===== src/rtl/mac_tile_sequencer.sv =====
// mac_tile_sequencer: walks a tiled 64x64 product, issues A/B SRAM reads and hands finished columns to the PPU.
// Define MAC_SEQ_PERF_CNT_EN to add the saturating stall_cycles_o counter.
module mac_tile_sequencer #(
   parameter int ROW_GROUPS = 4,
   parameter int COLS       = 64,
   parameter int A_AW       = 7,
   parameter int B_AW       = 11
) (
   input  logic                          clk,
   input  logic                          rst_n,
   input  logic                          start_i,
   input  logic [1:0]                    mode_i,
   output logic                          busy_o,
   output logic                          done_o,
   output logic                          err_o,
   output logic                          rd_en_o,
   output logic [A_AW-1:0]               addr_a_o,
   output logic [B_AW-1:0]               addr_b_o,
   output logic                          pipe_en_o,
   output logic                          is_int8_mode_o,
   output logic                          is_int4_mode_o,
   output logic                          acc_clear_o,
   output logic                          out_valid_o,
   input  logic                          out_ready_i,
   output logic [$clog2(COLS)-1:0]       out_col_o,
   output logic [$clog2(ROW_GROUPS)-1:0] out_rg_o
`ifdef MAC_SEQ_PERF_CNT_EN
   ,
   output logic [15:0]                   stall_cycles_o
`endif
);
   localparam int RGW = $clog2(ROW_GROUPS);
   localparam int CW  = $clog2(COLS);
   typedef enum logic [1:0] {IDLE, RUN, DRAIN, DONE} state_t;
   typedef struct packed {
      logic           v;
      logic           first;
      logic           last;
      logic [CW-1:0]  col;
      logic [RGW-1:0] rg;
   } tag_t;
   state_t         state_q, state_d;
   logic           int8_q, int8_d;
   logic           ks_q, ks_d;
   logic [CW-1:0]  n_q, n_d;
   logic [RGW-1:0] rg_q, rg_d;
   logic           err_q, err_d;
   tag_t           s1_q, s2_q;
   logic           issue, legal, accept, last_ks, last_n, last_rg;
   logic [RGW:0]   a_idx;
   logic [CW:0]    b_idx;
   assign legal   = (mode_i == 2'b01) || (mode_i == 2'b10);
   assign accept  = (state_q == IDLE) && start_i && legal;
   // In int4 the only K-step is ks=0, so the last step is reached when ks equals the int8 flag.
   assign last_ks = ks_q == int8_q;
   assign last_n  = n_q == CW'(COLS - 1);
   assign last_rg = rg_q == RGW'(ROW_GROUPS - 1);
   assign out_valid_o    = s2_q.v && s2_q.last;
   assign pipe_en_o      = !(out_valid_o && !out_ready_i);
   assign acc_clear_o    = s1_q.v && s1_q.first && pipe_en_o;
   assign out_col_o      = s2_q.col;
   assign out_rg_o       = s2_q.rg;
   assign busy_o         = state_q != IDLE;
   assign done_o         = state_q == DONE;
   assign err_o          = err_q;
   assign rd_en_o        = issue;
   assign is_int8_mode_o = busy_o && int8_q;
   assign is_int4_mode_o = busy_o && !int8_q;
   assign a_idx    = int8_q ? {rg_q, ks_q} : {1'b0, rg_q};
   assign b_idx    = int8_q ? {n_q, ks_q} : {1'b0, n_q};
   assign addr_a_o = A_AW'(a_idx);
   assign addr_b_o = B_AW'(b_idx);
   always_comb begin
      state_d = state_q;
      int8_d  = int8_q;
      ks_d    = ks_q;
      n_d     = n_q;
      rg_d    = rg_q;
      err_d   = 1'b0;
      issue   = 1'b0;
      case (state_q)
         IDLE: begin
            if (start_i && legal) begin
               state_d = RUN;
               int8_d  = mode_i == 2'b01;
               ks_d    = 1'b0;
               n_d     = '0;
               rg_d    = '0;
            end
            err_d = start_i && !legal;
         end
         RUN: begin
            if (pipe_en_o) begin
               issue = 1'b1;
               ks_d  = last_ks ? 1'b0 : 1'b1;
               if (last_ks) begin
                  n_d = last_n ? '0 : n_q + 1'b1;
                  if (last_n) begin
                     rg_d = last_rg ? '0 : rg_q + 1'b1;
                     if (last_rg) state_d = DRAIN;
                  end
               end
            end
         end
         // Leave as soon as both tag stages will be empty after this edge.
         DRAIN:   state_d = (!s1_q.v && (!s2_q.v || pipe_en_o)) ? DONE : DRAIN;
         DONE:    state_d = IDLE;
         default: state_d = IDLE;
      endcase
   end
   always_ff @(posedge clk or negedge rst_n) begin
      if (!rst_n) begin
         state_q <= IDLE;
         int8_q  <= 1'b0;
         ks_q    <= 1'b0;
         n_q     <= '0;
         rg_q    <= '0;
         err_q   <= 1'b0;
         s1_q    <= '0;
         s2_q    <= '0;
      end else begin
         state_q <= state_d;
         int8_q  <= int8_d;
         ks_q    <= ks_d;
         n_q     <= n_d;
         rg_q    <= rg_d;
         err_q   <= err_d;
         if (pipe_en_o) begin
            s2_q <= s1_q;
            s1_q <= issue ? {1'b1, !ks_q, last_ks, n_q, rg_q} : '0;
         end
      end
   end
`ifdef MAC_SEQ_PERF_CNT_EN
   logic [15:0] stall_q;
   always_ff @(posedge clk or negedge rst_n) begin
      if (!rst_n) stall_q <= '0;
      else if (accept) stall_q <= '0;
      else if (busy_o && !pipe_en_o && stall_q != 16'hFFFF) stall_q <= stall_q + 16'd1;
   end
   assign stall_cycles_o = stall_q;
`endif
endmodule


===== config.mk =====
export PLATFORM = sky130hd
export DESIGN_NAME = mac_tile_sequencer
export DESIGN_NICKNAME = d
export VERILOG_FILES = /design/src/rtl/mac_tile_sequencer.sv
export SDC_FILE = /design/constraint.sdc
export NUM_CORES = 1
export LEC_CHECK = 0
export ABC_AREA = 1
export CORE_MARGIN = 2
export CORE_UTILIZATION = 35
export CTS_CLUSTER_SIZE = 28
export DETAILED_ROUTE_END_ITERATION = 10
export DONT_BUFFER_PORTS = 1
export SLEW_MARGIN = 20
export SYNTH_ARGS = -nofsm -noshare
export SYNTH_HDL_FRONTEND = slang
export SYNTH_SLANG_ARGS = --single-unit

===== constraint.sdc =====
create_clock -name clk -period 1.7 [get_ports clk]
set_input_delay 0.085 -clock clk [delete_from_list [all_inputs] [get_ports clk]]
set_output_delay 0.085 -clock clk [all_outputs]
set_load 0.1 [all_outputs]

Word level (Yosys, flattened, before mapping)
Cells that the tools add are included.

storage, ports and cells
  bits in registers = 34
  output and inout bits = 35
  logic and storage cells = 84

cells by class
  $add $sub $neg = 2
  equal/unequal tests = 13
  muxes and demuxes = 28
  reduce and logical (&&, ||, !) cells = 26

operator list
  operator             number
  $mux 6               4
  $mux 2               10
  $pmux 6 s2           1
  $mux 11              1
  $reduce_and 5->1     2
  $logic_and 1x1->1    9
  $eq 2x2->1 const B   4
  $ne 2x2->1 const B   4
  $pmux 2 s4           1
  $logic_not 1->1      7
  $mux 1               7
  $mux 7               1
  $add 6x1->6 const B  1
  $eq 6x6->1 const B   1
  $eq 2x1->1 const B   2
  $pmux 2 s2           1
  $reduce_and 4->1     1
  $reduce_bool 2->1    2
  $mux 3               1
  $reduce_and 3->1     1
  $add 2x1->2 const B  1
  $logic_not 2->1      1
  $logic_or 1x1->1     2
  $ne 2x1->1 const B   1
  other kinds (3)      3

Logic depth before layout (Yosys ltp)
  word-level depth = 7
  depth in mapped cells = 10
  gate-level depth less buffers = 10

Worst setup path before layout
No wires, ideal clock.

  kind = register to output
  start = register int8_q
  end = output addr_b_o[5]
  arrival time = 2.823 ns
  data required time = 1.615 ns
  setup slack = -1.208 ns
  cell stages (with the launch flop) = 4
  path buffers = 2
  cell sequence = dfrtp_1 -> buf_2 -> buf_1 -> o21ai_0

between the ends
  cells in the longest elaborated chain, start to end = 1

ends and longest elaborated chain
  item                    line  RTL
  from (decl)             43    logic int8_q, int8_d;
  from (signal assigned)  123   int8_q <= int8_d;
  $mux 7                  70    assign b_idx = int8_q ? {n_q, ks_q} : {1'b0, n_q};
  to (decl)               18    output logic [B_AW-1:0] addr_b_o,

No other way between the ends.

Worst setup path in the final report
  start = register s2_q[10] in the netlist's numbering
  end = output rd_en_o

between the ends
  cells in the longest elaborated chain, start to end = 4

ends and longest elaborated chain
  item                    line  RTL
  from (decl)             48    tag_t s1_q, s2_q;
  from (signal assigned)  129   s2_q <= s1_q;
  $logic_and 1x1->1       58    assign out_valid_o = s2_q.v && s2_q.last;
  $logic_and 1x1->1       59    assign pipe_en_o = !(out_valid_o && !out_ready_i);
  $mux 1                  93    if (pipe_en_o) begin
  $mux 1                  81    case (state_q)
  to (decl)               16    output logic rd_en_o,

No other way between the ends.

==> flow_metrics.env <==
export IMPL_drv_slew=0
export IMPL_num_fill_cells=507
export IMPL_critical_path_class="flop to primary output"
export IMPL_netlist_top_cells_count="nand2_1, dfrtp_1, inv_1"
export IMPL_cts_tree="done"
export IMPL_placeableCoreArea_mm2=0.00514
export IMPL_seq_area_frac_synth_pct=45.5
export IMPL_die_area_mm2=0.00594
export IMPL_top_layer_used="met4"
export IMPL_grt_pass1_wl_mm=6.84
export IMPL_rsz0062_at_grt="yes"
export IMPL_syn_inst=224
export IMPL_min_to="int8_q"
export IMPL_clock_sinks=34
export IMPL_cts_clk_slew_worst_paths_ps=70
export IMPL_vias=1475
export IMPL_die_w_um=77.1
export IMPL_io_pins=41
export IMPL_timing_rr_start="state_q[0]"
export IMPL_wl_met3_um=130
export IMPL_avgSynthCellArea_um2=8.34
export IMPL_synthArstFlopShare_pct=100
export IMPL_antenna_found_initial=0
export IMPL_endpoint_kind="primary output"
export IMPL_fin_crit_sh_pct=96.1
export IMPL_yosys_warnings=0
export IMPL_hold_viol_final=0
export IMPL_hold_start="mode_i[0]"
export IMPL_min_path_cells=3
export IMPL_drive_gt1_share_pct=30.6
export IMPL_drtIter0Drc=85
export IMPL_critPathMaxFanout=11
export IMPL_wl_met2_mm=1.88
export IMPL_fin_crit_ps=1630
export IMPL_cts_buffer_depth=2
export IMPL_ys_dominant_reg_cell="dfrtp_1"
export IMPL_synth_area_leader_cell="dfrtp_1"
export IMPL_grt_overflow=0
export IMPL_placed_cells=312
export IMPL_initial_core_util_pct=36.3
export IMPL_final_cells=325
export IMPL_fmax_ghz=0.612
export IMPL_syn_cell_area_mm2=0.00187
export IMPL_numCtsBuffers=5
export IMPL_synth_edf_count=0
export IMPL_ant_nets=0
export IMPL_numPortBuffers=0
export IMPL_nets=268
export IMPL_place_congestion=0.852
export IMPL_maxCapViolCount=0
export IMPL_syn2layout_area_growth_pct=29.3
export IMPL_synth_cell_types=28
export IMPL_diodes=0
export IMPL_yosys_top_cells_area="dfrtp_1, nand2_1, buf_4"
export IMPL_status="finished, final reports clean"
export IMPL_reg2regPathDepth=8
export IMPL_drt_total_wl_mm=3.83
export IMPL_cp_start_kind="flop"
export IMPL_track_usage_pct=14.2
export IMPL_reg2reg_to="state_q[1]"
export IMPL_drc=0
export IMPL_avgRoutedWirePerCell_um=11.8
export IMPL_worstSkewPairLatency_ps=290
export IMPL_rows=26
export IMPL_grt_max_degree=35
export IMPL_crit_required_ps=1620
export IMPL_rrSetupSlack_ps=170
export IMPL_hp_class="primary input to flop"
export IMPL_hpwl_mm=2.86
export IMPL_h_tree_depth=2
export IMPL_setup_viol=0
export IMPL_synth_top_area_share_pct=45.5
export IMPL_first_pass_iters=4
export IMPL_die_h_um=77.1
export IMPL_synth_most_common_cell="nand2_1"
export IMPL_first_global_vias=1461
export IMPL_crit_arrival_ps=1550
export IMPL_wl_met1_mm=1.76
export IMPL_vias_per_cell=4.54
export IMPL_final_setup_skew_ps=5.03
export IMPL_ys_ff_latch=34
export IMPL_clockRootBuffer="clkbuf_8"
[cell families (layout without fill, tap and decap cells)]
kind of cell    count (synthesis)  count (layout)  share of synthesized area [%]
compound gates                 37              37                           11.2
flops                          34              34                           45.5
other cells                     1               8                          0.201
fa+ha+maj                       8               8                           5.36
xor+xnor                        3               3                           1.41
buf+inv                        57              80                           15.9
simple gates                   81              82                           18.6
mux                             3               3                           1.81
[through the flow]
step | cell area [um^2] | setup TNS, ps | hold WS, ps | util [%] | setup slack (ps)
floorplan | 1950 | -3570 | -211 | - | -288
global placement | 2220 | 0 | -210 | 43.2 | 162
finish | 2420 | 0 | 92.2 | 47.0 | 66.0
CTS | 2370 | 0 | 93.9 | 46.1 | 3.65
global route | 2420 | -13.1 | 117 | 47.0 | -12.1
detailed placement | 2220 | 0 | -210 | 43.2 | 153
[worst max-delay path: stages (launching register included)]
cell and delay (ps):
dfrtp_1 380, nand2_2 80, clkinvlp_4 230, nand2_8 200
nand2_8 90, clkinvlp_4 100, buf_12 170
[layout by cell type, fill, tap and decap left out, types with 3 or more instances in the layout]
cell	count
a21oi_1	7
buf_12	7
buf_4	27
clkbuf_8	6
clkinvlp_4	3
conb_1	8
dfrtp_1	33
ha_1	6
inv_1	29
mux2_2	3
nand2_1	38
nand3_1	16
nor2_1	14
nor2_2	4
o21ai_0	8
o21ai_1	3
o21ai_2	10
o22ai_1	6
[sequential cells by signal, summed over array words and instances (netlist names)]
name	flops
out_rg_o	2
rg_q	2
s2_q	2
out_col_o	6
state_q	2
n_q	6
int8_q	1
ks_q	1
err_o	1
s1_q	11
[layer usage]
layer | vias up | track usage [%]
met5 | - | 0
met4 | 0 | 4.29
met3 | 6 | 3.88
met2 | 27 | 23.7
met1 | 697 | 18.0
li1 | 745 | -
[area by class of cell]
cell class	instances	area (um^2)	share of cell area [%]
Multi-Input combinational cell	141	858	35.5
Sequential cell	34	852	35.3
Timing Repair Buffer	38	385	16.0
Inverter	34	138	5.70
Tap cell	70	87.6	3.63
Clock buffer	6	82.6	3.42
Clock inverter	2	12.5	0.518
[worst max path at each step]
stage | endpoint | from | slack, ps
after detailed placement | rg_q[1] | state_q[1] | 150
after global routing | rd_en_o | s2_q[10] | -10
after CTS | rd_en_o | state_q[1] | 4
final | rd_en_o | s2_q[10] | 70
after floorplan | acc_clear_o | s2_q[8] | -290
after global placement | n_q[0] | state_q[0] | 160
[repair_timing]
item,in CTS,in global routing
hold endpoints to repair,36,0
setup endpoints to repair,1,9
pin swaps,0,2
gates resized for setup,3,6
buffers inserted,0,1
hold buffers,3,0
cloned,0,1
Power is not shown: default switching activity piles up to over one toggle a cycle in this logic, so the estimate is an artifact.
